`src/rtl/mlp_epoch_sequencer_pkg.sv`:
```
// Shared types for the MLP epoch sequencer.
// sfp/HALF mirror the FixedPoint Q8.8 signed format used by the MLP core.
package mlp_epoch_sequencer_pkg;

    typedef logic signed [15:0] sfp;

    localparam sfp HALF = 16'sh0080;

    typedef enum logic [2:0] {
        IDLE,
        TRAIN,
        EVAL,
        TEST,
        DONE
    } seq_state_t;

endpackage

```
`src/rtl/mlp_epoch_sequencer_match_check.sv`:
```
// Combinational class-match check across all MLP outputs.
// An example matches when every output lands on the same side of threshold.
module mlp_match_check
    import mlp_epoch_sequencer_pkg::*;
#(
    parameter int OUTPUTS = 1
) (
    input  sfp   [OUTPUTS-1:0] prediction,
    input  sfp   [OUTPUTS-1:0] expected,
    input  sfp                 threshold,
    output logic               match
);

    // Equal-to-threshold counts as "not below" on both sides.
    always_comb begin
        match = 1'b1;
        for (int o = 0; o < OUTPUTS; o++) begin
            if (($signed(prediction[o]) < $signed(threshold)) !=
                ($signed(expected[o]) < $signed(threshold))) begin
                match = 1'b0;
            end
        end
    end

endmodule

```
`src/rtl/mlp_epoch_sequencer.sv`:
```
// Training/evaluation sequencer: epochs of TRAIN, then a scored TEST pass.
// Optional MLP_SEQ_EARLY_STOP_EN adds a per-epoch EVAL pass with early stop.
module mlp_epoch_sequencer
    import mlp_epoch_sequencer_pkg::*;
#(
    parameter  int OUTPUTS   = 1,
    parameter  int NUM_TRAIN = 70,
    parameter  int NUM_TEST  = 30,
    parameter  int EPOCHS    = 100,
    parameter  int HOLD      = 1,
    parameter  int IDX_W     = $clog2(NUM_TRAIN + NUM_TEST),
    localparam int EP_W      = $clog2(EPOCHS + 1),
    localparam int TC_W      = $clog2(NUM_TEST + 1),
    localparam int HC_W      = (HOLD > 1) ? $clog2(HOLD) : 1
) (
    input  logic                  clk,
    input  logic                  rst,
    input  logic                  start,
    input  sfp                    threshold,
    input  sfp    [OUTPUTS-1:0]   expected,
    input  sfp    [OUTPUTS-1:0]   prediction,
    output logic  [IDX_W-1:0]     example,
    output logic                  training,
    output logic                  busy,
    output logic  [EP_W-1:0]      epoch,
    output logic  [TC_W-1:0]      test_correct,
    output logic                  done,
    output logic                  early_stop
);

    localparam logic [IDX_W-1:0] LAST_TRAIN = IDX_W'(NUM_TRAIN - 1);
    localparam logic [IDX_W-1:0] FIRST_TEST = IDX_W'(NUM_TRAIN);
    localparam logic [IDX_W-1:0] LAST_TEST  = IDX_W'(NUM_TRAIN + NUM_TEST - 1);
    localparam logic [HC_W-1:0]  HOLD_LAST  = HC_W'(HOLD - 1);
    localparam logic [EP_W-1:0]  EP_MAX     = EP_W'(EPOCHS);
    localparam logic [TC_W-1:0]  TC_MAX     = TC_W'(NUM_TEST);

    seq_state_t       state_q, state_d;
    logic [IDX_W-1:0] idx_q, idx_d;
    logic [HC_W-1:0]  hold_q, hold_d;
    logic [EP_W-1:0]  epoch_q, epoch_d;
    logic [TC_W-1:0]  tc_q, tc_d;
    sfp               thr_q, thr_d;
    logic             training_q, training_d;
    logic             busy_q, busy_d;
    logic             done_q, done_d;
    logic             match;
    logic             hold_last;
    logic [EP_W-1:0]  ep_inc;
`ifdef MLP_SEQ_EARLY_STOP_EN
    logic             es_q, es_d;
    logic             eval_ok_q, eval_ok_d;
    logic             ok_now;
`endif

    mlp_match_check #(
        .OUTPUTS    (OUTPUTS)
    ) u_match (
        .prediction (prediction),
        .expected   (expected),
        .threshold  (thr_q),
        .match      (match)
    );

    assign hold_last = (hold_q == HOLD_LAST);
    assign ep_inc    = (epoch_q == EP_MAX) ? epoch_q : epoch_q + 1'b1;

    // Next-state and next-output logic for the run sequencer.
    always_comb begin
        state_d    = state_q;
        idx_d      = idx_q;
        hold_d     = hold_q;
        epoch_d    = epoch_q;
        tc_d       = tc_q;
        thr_d      = thr_q;
        training_d = training_q;
        busy_d     = busy_q;
        done_d     = 1'b0;
`ifdef MLP_SEQ_EARLY_STOP_EN
        es_d       = es_q;
        eval_ok_d  = eval_ok_q;
        ok_now     = eval_ok_q & match;
`endif
        unique case (state_q)
            IDLE: begin
                if (start) begin
                    thr_d      = threshold;
                    epoch_d    = '0;
                    tc_d       = '0;
`ifdef MLP_SEQ_EARLY_STOP_EN
                    es_d       = 1'b0;
`endif
                    state_d    = TRAIN;
                    idx_d      = '0;
                    hold_d     = '0;
                    training_d = 1'b1;
                    busy_d     = 1'b1;
                end
            end
            TRAIN: begin
                if (!hold_last) begin
                    hold_d = hold_q + 1'b1;
                end else begin
                    hold_d = '0;
                    if (idx_q == LAST_TRAIN) begin
                        epoch_d = ep_inc;
                        idx_d   = '0;
`ifdef MLP_SEQ_EARLY_STOP_EN
                        state_d    = EVAL;
                        training_d = 1'b0;
                        eval_ok_d  = 1'b1;
`else
                        if (ep_inc == EP_MAX) begin
                            state_d    = TEST;
                            idx_d      = FIRST_TEST;
                            training_d = 1'b0;
                        end
`endif
                    end else begin
                        idx_d = idx_q + 1'b1;
                    end
                end
            end
`ifdef MLP_SEQ_EARLY_STOP_EN
            EVAL: begin
                if (!hold_last) begin
                    hold_d = hold_q + 1'b1;
                end else begin
                    hold_d    = '0;
                    eval_ok_d = ok_now;
                    if (idx_q == LAST_TRAIN) begin
                        if (ok_now) begin
                            state_d = TEST;
                            idx_d   = FIRST_TEST;
                            es_d    = 1'b1;
                        end else if (epoch_q < EP_MAX) begin
                            state_d    = TRAIN;
                            idx_d      = '0;
                            training_d = 1'b1;
                        end else begin
                            state_d = TEST;
                            idx_d   = FIRST_TEST;
                        end
                    end else begin
                        idx_d = idx_q + 1'b1;
                    end
                end
            end
`endif
            TEST: begin
                if (!hold_last) begin
                    hold_d = hold_q + 1'b1;
                end else begin
                    hold_d = '0;
                    if (match && (tc_q != TC_MAX)) begin
                        tc_d = tc_q + 1'b1;
                    end
                    if (idx_q == LAST_TEST) begin
                        state_d = DONE;
                        idx_d   = '0;
                        busy_d  = 1'b0;
                        done_d  = 1'b1;
                    end else begin
                        idx_d = idx_q + 1'b1;
                    end
                end
            end
            DONE: begin
                state_d = IDLE;
            end
            default: begin
                state_d    = IDLE;
                idx_d      = '0;
                hold_d     = '0;
                training_d = 1'b0;
                busy_d     = 1'b0;
            end
        endcase
    end

    // State and registered outputs; async reset returns everything to idle.
    always_ff @(posedge clk or negedge rst) begin
        if (!rst) begin
            state_q    <= IDLE;
            idx_q      <= '0;
            hold_q     <= '0;
            epoch_q    <= '0;
            tc_q       <= '0;
            thr_q      <= '0;
            training_q <= 1'b0;
            busy_q     <= 1'b0;
            done_q     <= 1'b0;
`ifdef MLP_SEQ_EARLY_STOP_EN
            es_q       <= 1'b0;
            eval_ok_q  <= 1'b0;
`endif
        end else begin
            state_q    <= state_d;
            idx_q      <= idx_d;
            hold_q     <= hold_d;
            epoch_q    <= epoch_d;
            tc_q       <= tc_d;
            thr_q      <= thr_d;
            training_q <= training_d;
            busy_q     <= busy_d;
            done_q     <= done_d;
`ifdef MLP_SEQ_EARLY_STOP_EN
            es_q       <= es_d;
            eval_ok_q  <= eval_ok_d;
`endif
        end
    end

    assign example      = idx_q;
    assign training     = training_q;
    assign busy         = busy_q;
    assign epoch        = epoch_q;
    assign test_correct = tc_q;
    assign done         = done_q;
`ifdef MLP_SEQ_EARLY_STOP_EN
    assign early_stop   = es_q;
`else
    assign early_stop   = 1'b0;
`endif

endmodule

```
`config.mk`:
```
export PLATFORM = sky130hd
export DESIGN_NAME = mlp_epoch_sequencer
export DESIGN_NICKNAME = d
export VERILOG_FILES = /design/src/rtl/mlp_epoch_sequencer_pkg.sv /design/src/rtl/mlp_epoch_sequencer_match_check.sv /design/src/rtl/mlp_epoch_sequencer.sv
export SDC_FILE = /design/constraint.sdc
export NUM_CORES = 1
export LEC_CHECK = 0
export ABC_AREA = 0
export BUFFER_PORTS_ARGS = -buffer_cell sky130_fd_sc_hd__buf_2
export CAP_MARGIN = 20
export CORE_ASPECT_RATIO = 0.5
export CORE_MARGIN = 2
export CORE_UTILIZATION = 53
export DETAILED_ROUTE_END_ITERATION = 8
export PLACE_DENSITY = 0.8
export SETUP_SLACK_MARGIN = 0.3
export SYNTH_ARGS = -nofsm -noshare
export SYNTH_HDL_FRONTEND = slang
export SYNTH_SLANG_ARGS = --single-unit
```
`constraint.sdc`:
```
create_clock -name clk -period 2.74 [get_ports clk]
set_input_delay 0.274 -clock clk [delete_from_list [all_inputs] [get_ports clk]]
set_output_delay 0.274 -clock clk [all_outputs]
set_load 0.01 [all_outputs]
```
---- After elaboration in Yosys (flattened, before gate mapping) ----
Cells that the tools add are included.
word-level totals
  output and inout port bits .............. 23
  flip-flop bits (word level) ............. 42
  input bits .............................. 51
operators by class
  mux-type cells .......................... 37
  magnitude comparators ................... 2
  reduce and logical (&&, ||, !) cells .... 15
  $add $sub $neg .......................... 4
  eq/ne operators ......................... 16
  bitwise logic cells ..................... 3
operator list
  operator                                                          number
  7-bit two-way mux                                                 9
  16-bit less-than comparator                                       2
  7-bit == test (second input constant)                             4
  7-bit one-hot mux with 4 select lines                             1
  3-bit two-way mux                                                 6
  4-bit AND reduction                                               4
  5-bit two-way mux                                                 3
  7-bit by 1-bit adder with 7-bit output (second input constant)    2
  2-bit inequality test (second input constant)                     7
  7-bit one-hot mux with 2 select lines                             1
  1-bit two-way mux                                                 12
  5-bit one-hot mux with 2 select lines                             1
  1-bit one-hot mux with 3 select lines                             3
  3-bit one-hot mux with 3 select lines                             1
  6-bit AND reduction                                               1
  2-bit OR reduction                                                3
  5-bit by 1-bit adder with 5-bit output (second input constant)    1
  5-bit inequality test (second input constant)                     1
  5-bit AND reduction                                               1
  2-bit AND reduction                                               2
  2-bit nonzero test                                                2
  3-bit by 1-bit == test with 1-bit output (second input constant)  1
  3-bit by 2-bit == test with 1-bit output (second input constant)  1
  3-bit == test (second input constant)                             1
  other kinds (5)                                                   7

---- Logic depth before layout (Yosys ltp) ----
  word-level depth ........................ 7
  gate-level depth with buffers ........... 9
  depth with buffers taken out ............ 9

---- Modules after synthesis ----
From an unflattened synthesis, not the netlist that was laid out.
unflattened totals
  cells, all modules ...................... 325
  area total of the unflattened synthesis .. 2,824.0 µm²
by module, submodules not included
  module               instances  cells each  area each (µm²)
  mlp_epoch_sequencer  1          233         2,064.5
  mlp_match_check      1          92          759.5

---- Least setup slack after synthesis ----
No wires, ideal clock.
  kind .................................... flip-flop to flip-flop
  start ................................... reg thr_q[6]
  end ..................................... reg tc_q[0], in the netlist test_correct[0]
  required time ........................... 2,661 ps
  path buffers ............................ 0
  setup time .............................. 79 ps
  setup slack ............................. 364 ps
  stages on the path, launching flop included .. 10
  data arrival time ....................... 2,297 ps
  cell sequence ........................... dfrtp_1 > inv_1 > ha_1 > and3_1 > a211oi_2 > o211ai_1 > a311oi_2 > mux2i_1 > mux2i_4 > mux2i_1
on the way
  word-level cells in the longest chain between the ends .. 6
RTL lines
  element                                                line                                                                          text
  start: declaration                                     mlp_epoch_sequencer.sv:43                                                     sfp thr_q, thr_d;
  start signal: assignment                               mlp_epoch_sequencer.sv:203                                                    thr_q <= thr_d;
  16-bit less-than comparator, on equally long branches  mlp_epoch_sequencer_match_check.sv:18, mlp_epoch_sequencer_match_check.sv:19
  1-bit inequality test *                                mlp_epoch_sequencer_match_check.sv:18                                         if (($signed(prediction[o]) < $signed(threshold)) !=
  1-bit two-way mux *                                    mlp_epoch_sequencer_match_check.sv:18
  1-bit logical AND *                                    mlp_epoch_sequencer.sv:155                                                    if (match && (tc_q != TC_MAX)) begin
  2-bit inequality test (no line) *                      --
  4-bit AND reduction (no line) *                        --
  end signal: assignment                                 mlp_epoch_sequencer.sv:202                                                    tc_q <= tc_d;
  end: declaration                                       mlp_epoch_sequencer.sv:42                                                     logic [TC_W-1:0] tc_q, tc_d;
Every way passes the cells marked *; elsewhere a longest branch is shown, timed or not.
A chain may end at the register's enable or synchronous reset.

---- Worst setup path in the final report ----
  start ................................... reg thr_q[1]
  end ..................................... reg tc_q[2], in the netlist test_correct[2]
The elaborated chain is that of the path after synthesis.

==> results.ini <==
[yosys]
synth.distinct_cells=50
synth-edff-count=0
yosysSeqAreaShare=0.366
synth.cell_area_um2=2800
ys.warnings.count=0
ys_async_sr_fraction=1.00
syn_area_per_cell_um2=8.79
synth_ff_type=dfrtp_1
synth_cells=319
syn-num-nets=406
synth-seq-cells=41

[worst_setup_path]
required_ns=2.96
reg2reg_slack_ns=0.17
startpoint=thr_q[1]
critical_path_arrival_ns=2.79
reg2reg_depth=8
start_kind=flop
endpoint=test_correct[2]
critical_path.max_fanout=5
crit_path_end_kind=flop
r2r_end=test_correct[2]
worstSetupPathType=flop to flop
worstReg2RegStart=thr_q[1]

[grt]
grt_overflow_total=0
grt_pass1_wl_mm=11.2
grt.busiest_layer=met2
grt_use_met3=0.0460
grt_pass1_vias=2585
use_met2=0.423
grt.total_usage=0.233
grtUsageMet1=0.281
grt_antenna_before_repair=0
grt_max_degree=42

[sta]
finalSetupViolations=0
final.setup.tns_ns=0
slew_headroom=0.373
max_clock_freq_mhz=389
tightest_slew_ns=0.934
fin_worst_skew_ns=0.00332
worst_slack_ns=0.169
hold_ws_ns=0.111
finalHoldViolCount=0
drv_slew=0
post-route-min-period_ns=2.57
rsz0062_at_grt=true
min_period_over_period=0.938

[clock_tree]
htree_levels=2
cts_made_buffers=5
clkSlewWorstSetupHoldPaths_ns=0.08
cts_hold_buf=0
clk_path_buf_depth=2
cts_num_sinks=41
clock_latency_ns=0.30
root_buffer=clkbuf_8
cts_tree=yes

[power_and_ir_drop]
power_leakage_nw=1.69
p_per_area_nw_per_um2=619
p_total_mw=2.12
peakVddDrop_mv=0.532

[hold_path]
hold_class=input pin to async pin

[cells_and_area]
layout.nets=478
instances_no_fill=462
final_cell_mix=buf_2 (72), nand2_1 (44), dfrtp_1 (41), ha_1 (33), o21ai_0 (30)
final-seq-area_um2=1030
mostFrequentLayoutCell=buf_2
multi_input_area_um2=1710
n_antenna_cell=0
fin_util=0.685
final_cell_area_um2=3420
drive_above_1_share=0.258
area_growth_pct=22.1
nFillCells=400

[run]
cap_violations=0

[floorplan]
start_util=0.561
core_area_um2=5000
io_pins=74
chipWidth_um=107
die_area_um2=5920
die_h_um=55.4
rows=18

[status]
status=complete, no violations

[detailed_routing]
ant_nets=0
drt_pass1_iterations=4
drtIter0Drc=137
avgRoutedWirePerCell_um=14.1
dr_total_vias=2555
drcViolationCount=0
wirelength_mm=6.52
viasPerCell=5.53

[place]
post_dp_cell_area_um2=3210
gp_congestion=0.797
placed_cells=451
place_ws_ns=0.0576
io_buffers=72
post-dp-hpwl_mm=4.78

==> critical path: stages (launching register included) <==
cell and delay, ns:
dfrtp_1 0.39, inv_2 0.10, ha_4 0.21, a2111oi_4 0.35, o211ai_1 0.15, a311oi_2 0.35
mux2i_2 0.33, mux2i_4 0.39, mux2i_1 0.23
==> synth_stat cells (5+ instances only) <==
| master | number | area (um^2) |
|---|---|---|
| a21oi_1 | 14 | 70.1 |
| clkbuf_1 | 10 | 37.5 |
| dfrtp_1 | 41 | 1030 |
| ha_1 | 36 | 450 |
| inv_1 | 25 | 93.8 |
| mux2i_1 | 6 | 60.1 |
| nand2_1 | 44 | 165 |
| nand2b_1 | 5 | 31.3 |
| nand3_1 | 18 | 90.1 |
| nand4_1 | 5 | 31.3 |
| nor2_1 | 15 | 56.3 |
| nor2b_1 | 8 | 50.1 |
| o21ai_0 | 31 | 155 |
==> worst min path at each step <==
stage / from / to
6_report: rst / example[4]
5_1_grt: rst / example[4]
4_1_cts: rst / example[4]
3_5_place_dp: rst / example[6]
3_3_place_gp: rst / example[6]
2_1_floorplan: rst / busy
==> power breakdown <==
part	switching [mW]	internal, mW
logic	0.369	0.335
clock network	0.217	0.296
registers	0.179	0.724
==> cell families after synthesis <==
family / count (synthesis) / synth area share
simple gates: 118 / 0.208
compound gates: 75 / 0.169
flops: 41 / 0.366
fa+ha+maj: 36 / 0.161
buf+inv: 36 / 0.0495
mux: 7 / 0.0295
xor+xnor: 5 / 0.0156
other cells: 1 / 0.00134
==> flip-flops by register name, indices dropped and copies added, names as in the netlist <==
register	flops
busy	1
done	1
epoch	7
example	7
state_q	3
test_correct	5
thr_q	16
training	1
==> per-layer routing <==
layer,wire (um),vias up
met5,0,-
met4,65,0
met3,281,9
met2,3380,66
met1,2790,1220
li1,-,1260
==> timing repair <==
action	in CTS	in global routing
buffers inserted	2	1
setup endpoints to repair	5	5
resized for setup	7	5
pin swaps	4	4
==> cell type report <==
| type | instances | share of cell area |
|---|---|---|
| clock buffers | 6 | 0.0241 |
| clock inverters | 2 | 0.0110 |
| inverters | 25 | 0.0274 |
| multi-input cells | 242 | 0.498 |
| flip-flops and latches | 41 | 0.300 |
| well taps | 70 | 0.0256 |
| repair buffers | 76 | 0.114 |
Power figures use the tool's default switching activity.
